===== config.mk =====
export PLATFORM = sky130hd
export DESIGN_NAME = reset_sequencer_flat
export DESIGN_NICKNAME = d
export VERILOG_FILES = /design/src/rtl/reset_sequencer_pkg.sv /design/src/rtl/reset_sequencer_if.sv /design/src/rtl/reset_sequencer_sync_bit.sv /design/src/rtl/reset_sequencer.sv /design/src/flat_wrapper.sv
export SDC_FILE = /design/constraint.sdc
export NUM_CORES = 1
export LEC_CHECK = 0
export BUFFER_PORTS_ARGS = -buffer_cell sky130_fd_sc_hd__buf_2
export CORE_AREA = 2 2 54 56
export CTS_CLUSTER_SIZE = 30
export DETAILED_ROUTE_END_ITERATION = 16
export DIE_AREA = 0 0 56 58
export PLACE_DENSITY = 0.78
export SYNTH_ARGS = -nofsm -noshare
export SYNTH_HDL_FRONTEND = slang
export SYNTH_SLANG_ARGS = --single-unit

===== constraint.sdc =====
create_clock -name clk -period 2.35 [get_ports clk]
set_clock_uncertainty 0.05 [all_clocks]
set_input_delay 0 -clock clk [delete_from_list [all_inputs] [get_ports clk]]
set_output_delay 0 -clock clk [all_outputs]
set_load 0.01 [all_outputs]

===== src/rtl/reset_sequencer_pkg.sv =====
// -----------------------------------------------------------------------------
// reset_seq_pkg
// Shared types and constants for the reset sequencer:
//   state_t   - FSM state encoding (ASSERT=0 .. FAULT=5), also exported on
//               state_dbg
//   STATE_W   - width of state_t / state_dbg
//   DEF_*     - default parameter values for the sequencer and its interface
//   max3()    - elaboration-time helper used to size the shared counter
// Optional feature macro (used by reset_sequencer): RESET_SEQ_LOCK_TIMEOUT_EN
// -----------------------------------------------------------------------------
package reset_seq_pkg;

  localparam int STATE_W = 3;

  typedef enum logic [STATE_W-1:0] {
    ST_ASSERT    = 3'd0,
    ST_WAIT_LOCK = 3'd1,
    ST_STRETCH   = 3'd2,
    ST_RELEASE   = 3'd3,
    ST_RUN       = 3'd4,
    ST_FAULT     = 3'd5
  } state_t;

  localparam int DEF_NUM_CHANNELS   = 4;
  localparam int DEF_SYNC_STAGES    = 2;
  localparam int DEF_STRETCH_CYCLES = 16;
  localparam int DEF_STEP_CYCLES    = 8;
  localparam int DEF_LOCK_TIMEOUT   = 1024;

  function automatic int max3(input int a, input int b, input int c);
    int m;
    m = (a > b) ? a : b;
    return (m > c) ? m : c;
  endfunction

endpackage


===== src/rtl/reset_sequencer_if.sv =====
// -----------------------------------------------------------------------------
// reset_sequencer_if
// Bundles the sequencer's status/control signals.
//   pll_lock     - PLL lock, asynchronous to clk (into the sequencer)
//   sw_reset_req - synchronous one-cycle request to re-run the sequence
//   rst_out      - active-high per-domain resets, bit 0 released first
//   all_ready    - high while every channel is released
//   idle         - high whenever the sequencer is not in RUN
//   lock_fault   - PLL lock timeout flag
//   state_dbg    - current FSM state encoding
// Modports: master = the sequencer, slave = consumers / board-level driver.
// -----------------------------------------------------------------------------
interface reset_sequencer_if
  import reset_seq_pkg::*;
#(
  parameter int NUM_CHANNELS = DEF_NUM_CHANNELS
);

  logic                    pll_lock;
  logic                    sw_reset_req;
  logic [NUM_CHANNELS-1:0] rst_out;
  logic                    all_ready;
  logic                    idle;
  logic                    lock_fault;
  logic [STATE_W-1:0]      state_dbg;

  modport master (
    input  pll_lock,
    input  sw_reset_req,
    output rst_out,
    output all_ready,
    output idle,
    output lock_fault,
    output state_dbg
  );

  modport slave (
    output pll_lock,
    output sw_reset_req,
    input  rst_out,
    input  all_ready,
    input  idle,
    input  lock_fault,
    input  state_dbg
  );

endinterface


===== src/rtl/reset_sequencer_sync_bit.sv =====
// -----------------------------------------------------------------------------
// sync_bit
// Parametrised-depth flop chain bringing a single bit into the clk domain.
// The whole chain clears asynchronously while n_clr is low.
//   clk    - destination clock
//   n_clr  - asynchronous active-low clear
//   d      - asynchronous input bit
//   q      - synchronised output (STAGES clk edges after d changes)
// -----------------------------------------------------------------------------
module sync_bit #(
  parameter int STAGES = 2
) (
  input  logic clk,
  input  logic n_clr,
  input  logic d,
  output logic q
);

  logic [STAGES-1:0] chain_reg;

  always_ff @(posedge clk or negedge n_clr) begin
    if (!n_clr) begin
      chain_reg <= '0;
    end else begin
      chain_reg <= {chain_reg[STAGES-2:0], d};
    end
  end

  assign q = chain_reg[STAGES-1];

endmodule


===== src/rtl/reset_sequencer.sv =====
// -----------------------------------------------------------------------------
// reset_sequencer
// Reset and bring-up controller: synchronises the board reset release, waits
// for PLL lock, stretches reset, then releases NUM_CHANNELS reset domains one
// at a time (bit 0 first) every STEP_CYCLES cycles.
//   clk     - system clock (PLL output)
//   N_RESET - board reset, asynchronous assert, active low
//   bus     - reset_sequencer_if.master: pll_lock, sw_reset_req in;
//             rst_out, all_ready, idle, lock_fault, state_dbg out
// Optional feature: define RESET_SEQ_LOCK_TIMEOUT_EN to bound WAIT_LOCK to
// LOCK_TIMEOUT cycles and enter FAULT (lock_fault=1) on expiry. Without it
// WAIT_LOCK waits indefinitely and lock_fault is constant 0.
// -----------------------------------------------------------------------------
module reset_sequencer
  import reset_seq_pkg::*;
#(
  parameter int NUM_CHANNELS   = DEF_NUM_CHANNELS,
  parameter int SYNC_STAGES    = DEF_SYNC_STAGES,
  parameter int STRETCH_CYCLES = DEF_STRETCH_CYCLES,
  parameter int STEP_CYCLES    = DEF_STEP_CYCLES,
  parameter int LOCK_TIMEOUT   = DEF_LOCK_TIMEOUT
) (
  input  logic              clk,
  input  logic              N_RESET,
  reset_sequencer_if.master bus
);

  localparam int CNT_W = $clog2(max3(STRETCH_CYCLES, STEP_CYCLES, LOCK_TIMEOUT) + 1);
  localparam int CH_W  = $clog2(NUM_CHANNELS) + 1;

  logic rst_sync_n;
  logic lock_s;

  // Release of N_RESET is synchronised; assertion passes straight through the
  // chain's async clear, so rst_sync_n falls with N_RESET and every register
  // below (including rst_out) is forced to its reset value without a clock.
  sync_bit #(.STAGES(SYNC_STAGES)) u_rst_sync (
    .clk   (clk),
    .n_clr (N_RESET),
    .d     (1'b1),
    .q     (rst_sync_n)
  );

  sync_bit #(.STAGES(SYNC_STAGES)) u_lock_sync (
    .clk   (clk),
    .n_clr (N_RESET),
    .d     (bus.pll_lock),
    .q     (lock_s)
  );

  state_t                  state_reg;
  logic [CNT_W-1:0]        cnt_reg;
  logic [CH_W-1:0]         ch_reg;
  logic [NUM_CHANNELS-1:0] rst_out_reg;
  logic                    all_ready_reg;
  logic                    idle_reg;
`ifdef RESET_SEQ_LOCK_TIMEOUT_EN
  logic                    lock_fault_reg;
`endif

  // Restart to WAIT_LOCK: a software request wins over everything else in any
  // state but ASSERT (FAULT's only exit is this same request), and losing lock
  // once the stretch has begun abandons the sequence. Lock loss during RELEASE
  // is treated like RUN so a partially released system never runs unlocked.
  logic restart;

  always_comb begin
    restart = 1'b0;
    if (bus.sw_reset_req && (state_reg != ST_ASSERT)) begin
      restart = 1'b1;
    end else if (!lock_s && ((state_reg == ST_STRETCH) ||
                             (state_reg == ST_RELEASE) ||
                             (state_reg == ST_RUN))) begin
      restart = 1'b1;
    end
  end

  always_ff @(posedge clk or negedge rst_sync_n) begin
    if (!rst_sync_n) begin
      state_reg      <= ST_ASSERT;
      cnt_reg        <= '0;
      ch_reg         <= '0;
      rst_out_reg    <= '1;
      all_ready_reg  <= 1'b0;
      idle_reg       <= 1'b1;
`ifdef RESET_SEQ_LOCK_TIMEOUT_EN
      lock_fault_reg <= 1'b0;
`endif
    end else if (restart) begin
      state_reg      <= ST_WAIT_LOCK;
      cnt_reg        <= '0;
      ch_reg         <= '0;
      rst_out_reg    <= '1;
      all_ready_reg  <= 1'b0;
      idle_reg       <= 1'b1;
`ifdef RESET_SEQ_LOCK_TIMEOUT_EN
      lock_fault_reg <= 1'b0;
`endif
    end else begin
      case (state_reg)
        ST_ASSERT: begin
          state_reg <= ST_WAIT_LOCK;
          cnt_reg   <= '0;
        end

        ST_WAIT_LOCK: begin
          rst_out_reg <= '1;
          if (lock_s) begin
            state_reg <= ST_STRETCH;
            cnt_reg   <= '0;
          end
`ifdef RESET_SEQ_LOCK_TIMEOUT_EN
          else if (cnt_reg == CNT_W'(LOCK_TIMEOUT - 1)) begin
            state_reg      <= ST_FAULT;
            lock_fault_reg <= 1'b1;
          end else begin
            cnt_reg <= cnt_reg + CNT_W'(1);
          end
`endif
        end

        ST_STRETCH: begin
          if (cnt_reg == CNT_W'(STRETCH_CYCLES - 1)) begin
            // Bit 0 drops on the same edge that leaves STRETCH.
            cnt_reg        <= '0;
            ch_reg         <= '0;
            rst_out_reg[0] <= 1'b0;
            if (NUM_CHANNELS == 1) begin
              state_reg     <= ST_RUN;
              all_ready_reg <= 1'b1;
              idle_reg      <= 1'b0;
            end else begin
              state_reg <= ST_RELEASE;
            end
          end else begin
            cnt_reg <= cnt_reg + CNT_W'(1);
          end
        end

        ST_RELEASE: begin
          if (cnt_reg == CNT_W'(STEP_CYCLES - 1)) begin
            cnt_reg <= '0;
            ch_reg  <= ch_reg + CH_W'(1);
            for (int i = 1; i < NUM_CHANNELS; i++) begin
              if (i == int'(ch_reg) + 1) begin
                rst_out_reg[i] <= 1'b0;
              end
            end
            if (ch_reg + CH_W'(1) == CH_W'(NUM_CHANNELS - 1)) begin
              state_reg     <= ST_RUN;
              all_ready_reg <= 1'b1;
              idle_reg      <= 1'b0;
            end
          end else begin
            cnt_reg <= cnt_reg + CNT_W'(1);
          end
        end

        ST_RUN: begin
          state_reg <= ST_RUN;
        end

        default: begin
          // FAULT holds all domains in reset until a software request.
          rst_out_reg   <= '1;
          all_ready_reg <= 1'b0;
          idle_reg      <= 1'b1;
        end
      endcase
    end
  end

  assign bus.rst_out    = rst_out_reg;
  assign bus.all_ready  = all_ready_reg;
  assign bus.idle       = idle_reg;
  assign bus.state_dbg  = state_reg;
`ifdef RESET_SEQ_LOCK_TIMEOUT_EN
  assign bus.lock_fault = lock_fault_reg;
`else
  assign bus.lock_fault = 1'b0;
`endif

endmodule

===== src/flat_wrapper.sv =====
// flat-port wrapper written by rule: the top's interface ports become plain ports
module reset_sequencer_flat import reset_seq_pkg::*;
#(
  parameter int NUM_CHANNELS   = DEF_NUM_CHANNELS,
  parameter int SYNC_STAGES    = DEF_SYNC_STAGES,
  parameter int STRETCH_CYCLES = DEF_STRETCH_CYCLES,
  parameter int STEP_CYCLES    = DEF_STEP_CYCLES,
  parameter int LOCK_TIMEOUT   = DEF_LOCK_TIMEOUT
)
  (clk, N_RESET, bus_pll_lock, bus_sw_reset_req, bus_rst_out, bus_all_ready, bus_idle, bus_lock_fault, bus_state_dbg);
  reset_sequencer_if #(.NUM_CHANNELS(NUM_CHANNELS)) bus_i ();
  input  logic clk;
  input  logic N_RESET;
  input wire logic [$bits(bus_i.pll_lock)-1:0] bus_pll_lock;
  input wire logic [$bits(bus_i.sw_reset_req)-1:0] bus_sw_reset_req;
  output wire logic [$bits(bus_i.rst_out)-1:0] bus_rst_out;
  output wire logic [$bits(bus_i.all_ready)-1:0] bus_all_ready;
  output wire logic [$bits(bus_i.idle)-1:0] bus_idle;
  output wire logic [$bits(bus_i.lock_fault)-1:0] bus_lock_fault;
  output wire logic [$bits(bus_i.state_dbg)-1:0] bus_state_dbg;
  assign bus_i.pll_lock = bus_pll_lock;
  assign bus_i.sw_reset_req = bus_sw_reset_req;
  assign bus_rst_out = bus_i.rst_out;
  assign bus_all_ready = bus_i.all_ready;
  assign bus_idle = bus_i.idle;
  assign bus_lock_fault = bus_i.lock_fault;
  assign bus_state_dbg = bus_i.state_dbg;
  reset_sequencer #(.NUM_CHANNELS(NUM_CHANNELS), .SYNC_STAGES(SYNC_STAGES), .STRETCH_CYCLES(STRETCH_CYCLES), .STEP_CYCLES(STEP_CYCLES), .LOCK_TIMEOUT(LOCK_TIMEOUT)) u_core (.clk(clk), .N_RESET(N_RESET), .bus(bus_i));
endmodule

==> summary.log <==
INFO  drt            drt_iter0_drc=30
INFO  critical_path  timing.critical_path.to_type=flop
INFO  timing         worst-slew-pin-transition=0.918ns
INFO  place          gp_congestion=0.802
INFO  logic_synthesis synth_simple_gate_area_share=24.8%
INFO  drt            first_pass_iters=4
INFO  drt            finalWirelength=3070um
INFO  timing         fin_hold_ws=0.0691ns
INFO  global_routing grt_start_max_net_pins=24
INFO  logic_synthesis synthesis.area_per_instance=9.55um2
INFO  logic_synthesis yosys_reg_bits=27
INFO  timing         portion_of_the_clock_cycle_consumed_by_the_worst_path_in_the_final_layout=88.8%
INFO  final_layout   mostFrequentLayoutCells=22 x sky130_fd_sc_hd__dfrtp_1, 19 x sky130_fd_sc_hd__nand2_1, 12 x sky130_fd_sc_hd__buf_2
INFO  power          max-vdd-ir-drop=0.466mV
INFO  min_path       worstHoldPathType=in2reg
INFO  critical_path  timing.reg2reg.setup_slack=0.26ns
INFO  logic_synthesis ys_warn_count=0
INFO  floorplanning  die_h=58um
INFO  logic_synthesis post_synth_fa_ha_maj_area_fraction=4.05%
INFO  critical_path  delay_of_the_slowest_cell_on_the_worst_path=0.44ns
INFO  critical_path  worst_ep_arrival_time=2.25ns
INFO  place          dp.final_hpwl=2270um
INFO  place          postPlaceCellArea=1610um2
INFO  floorplanning  start_util=58.1%
INFO  timing         max_slew_margin=38.8%
INFO  global_routing number_of_global_route_vias_before_repair=1152
INFO  clock_tree     clock_tree_from_tritoncts=yes
INFO  clock_tree     numClockSinks=27
INFO  critical_path  timing.rr.start=u_core.cnt_reg[0]
INFO  critical_path  critPathLaunchType=flop
INFO  clock_tree     clock_insertion_delay_worst_skew=0.32ns
INFO  final_layout   finalNetCount=183
INFO  logic_synthesis synth_top_flop_cell=sky130_fd_sc_hd__dfrtp_1
INFO  critical_path  setup.worst_path.class=reg2reg
INFO  timing         timing_hold_violations_final=0
INFO  critical_path  timing.critical_path.slowest_stage_cell=sky130_fd_sc_hd__dfrtp_1
INFO  critical_path  cp.required=2.51ns
INFO  drt            avgRoutedWirePerCell=15.0um
INFO  clock_tree     path_clk_slew=0.14ns
INFO  global_routing grt.total_usage=19.5%
INFO  final_layout   area_growth=7.93%
INFO  floorplanning  die_x=56um
INFO  final_layout   instances_no_fill=204
INFO  drt            detailroute.via_count=1286
INFO  timing         setup_viol=0
INFO  clock_tree     clock_tree.root_cell=sky130_fd_sc_hd__clkbuf_4
INFO  logic_synthesis synthesis.nets=171
INFO  place          numPortBuffers=12
INFO  logic_synthesis async_reset_ff_share=100%
INFO  logic_synthesis synth.mux.area_fraction=2.10%
INFO  timing         finalSetupTns=0ns
INFO  final_layout   largest_reg_flops=11
INFO  logic_synthesis synth_edf_count=0
INFO  global_routing grt_antenna_before_repair=0
INFO  logic_synthesis netlist_area=1550um2
INFO  timing         timing.final.max_slew_violations=0
INFO  final_layout   layout.cell_area.non_filler=1670um2
INFO  drt            vias_per_cell=6.30
INFO  critical_path  startpoint=u_core.cnt_reg[0]
INFO  floorplanning  placeableCoreArea=2660um2
INFO  timing         max_freq=479MHz
INFO  drt            ant_nets=0
INFO  timing         period_needed=2.09ns
INFO  logic_synthesis yosys.area.top_type=sky130_fd_sc_hd__dfrtp_1
INFO  timing         grt_setup_unrepaired=false
INFO  floorplanning  floorplan.die_area=3250um2
INFO  clock_tree     cts-htree-levels=1
INFO  critical_path  setup.worst_path.end=u_core.cnt_reg[5]
INFO  logic_synthesis largest_family_of_logic_cells_by_synthesized_area=simple AND/OR/NAND/NOR gates
INFO  min_path       hold_path_depth=4
INFO  logic_synthesis post_synthesis_compound_gate_area_fraction=19.1%
INFO  final_layout   mostFrequentLayoutCell=sky130_fd_sc_hd__dfrtp_1
INFO  place          total_instance_count_after_detailed_placement=197
INFO  critical_path  cp_max_fo=11
INFO  status         run_status=finished, final reports clean
INFO  critical_path  crit_chain=ha_1, and2_1, nand4_1, nand2_1, o311ai_0
INFO  logic_synthesis yosys-top-cells-area=sky130_fd_sc_hd__dfrtp_1 36%, sky130_fd_sc_hd__dfstp_2 8.5%, sky130_fd_sc_hd__nand2_1 4.6%, sky130_fd_sc_hd__ha_1 4.0%, sky130_fd_sc_hd__nand3_1 3.6%
INFO  power          power_density=464nW/um2
INFO  power          total_leakage_power=0.000678uW
INFO  logic_synthesis yosysUniqueCellTypes=49
INFO  final_layout   final_layout_size_suffix_gt1_share=19.7%
INFO  logic_synthesis synth_xor_area_share=1.70%
INFO  logic_synthesis portion_of_synthesized_cell_area_occupied_by_the_leading_cell_type=35.6%
INFO  logic_synthesis netlist_instances=162
INFO  drt            post-route-drc-count=0
INFO  job            drv.max_cap_violation_count=0
INFO  global_routing grt-ovfl-total=0
INFO  critical_path  timing.rr.end=u_core.cnt_reg[5]
INFO  clock_tree     cts_inserted_buffers=3
INFO  logic_synthesis synth.yosys.seq_area_share=44.1%
INFO  floorplanning  number_of_rows_in_the_core_area=19
INFO  global_routing grt_first_pass_wirelength=5000um
INFO  final_layout   antennaDiodeCount=0
INFO  clock_tree     cts_buffer_depth=2
INFO  critical_path  ff2ff_path_depth=5
INFO  floorplanning  num_io_pins=14
[metrics by stage]
step	util (%)	setup slack [ns]	power [uW]
global placement	60.5	0.457	582
global route	62.7	0.160	807
floorplan	-	0.664	562
CTS	62.7	0.281	784
finish	62.7	0.263	775
detailed placement	60.5	0.277	586
[synth_stat cells, types with 4 or more instances]
cell	count
sky130_fd_sc_hd__dfrtp_1	22
sky130_fd_sc_hd__nand2_1	19
sky130_fd_sc_hd__nand3_1	11
sky130_fd_sc_hd__a21oi_1	8
sky130_fd_sc_hd__o211ai_1	7
sky130_fd_sc_hd__nor3_1	6
sky130_fd_sc_hd__clkbuf_1	5
sky130_fd_sc_hd__dfstp_2	5
sky130_fd_sc_hd__ha_1	5
sky130_fd_sc_hd__nand2b_1	5
sky130_fd_sc_hd__o21ai_0	5
sky130_fd_sc_hd__inv_1	4
sky130_fd_sc_hd__or2_2	4
[routing by layer]
metal,track usage (%),vias up,wire [um]
met2,32.1,24,1460
met5,0,-,0
met4,7.82,0,29
met1,26.7,634,1480
met3,2.23,4,94
li1,-,624,-
[what timing repair did]
action,4_1_cts,5_1_grt
setup buffers,0,0
hold buffers,3,0
gates resized for setup,0,0
hold endpoints to repair,5,0
[final cells by class]
| class | count | area, um2 |
|---|---|---|
| fill | 215 | 993 |
| multi-input combinational | 122 | 808 |
| sequential | 27 | 682 |
| timing repair buffer | 16 | 97.6 |
| tap | 31 | 38.8 |
| clock buffer | 3 | 22.5 |
| inverter | 4 | 15.0 |
| clock inverter | 1 | 5.00 |
[how the worst min path moves through the flow]
stage / slack, ns / end / startpoint
floorplan: -0.35 / u_core.u_lock_sync.chain_reg[0] / N_RESET
global placement: -0.25 / u_core.u_lock_sync.chain_reg[0] / N_RESET
detailed placement: -0.24 / u_core.u_lock_sync.chain_reg[0] / N_RESET
CTS: 0.04 / u_core.bus.idle / bus_sw_reset_req
global route: 0.08 / u_core.bus.state_dbg[2] / bus_sw_reset_req
finish: 0.07 / u_core.bus.idle / bus_sw_reset_req
[power by group]
group | total [uW] | internal (uW) | switching [uW]
sequential | 500 | 477 | 23.3
clock | 194 | 63.7 | 130
combinational | 80.5 | 36.2 | 44.3
total | 775 | 577 | 198
[cell families after synthesis]
kind of cell / Yosys count
AO/OA/AOI/OAI: 41
XOR/XNOR: 3
adder cells (fa/ha/maj): 5
buffers and inverters: 13
flip-flops: 27
multiplexers: 3
other: 2
AND/OR/NAND/NOR: 68
[worst max-delay path, delay by kind of cell (launching register included)]
family | cells | cell delay (ns)
AOI/OAI and AO/OA | 1 | 0.41
adders and majority gates | 1 | 0.27
DFF | 1 | 0.44
and+or+nand+nor | 3 | 0.81
(Power assumes the default switching activity.)
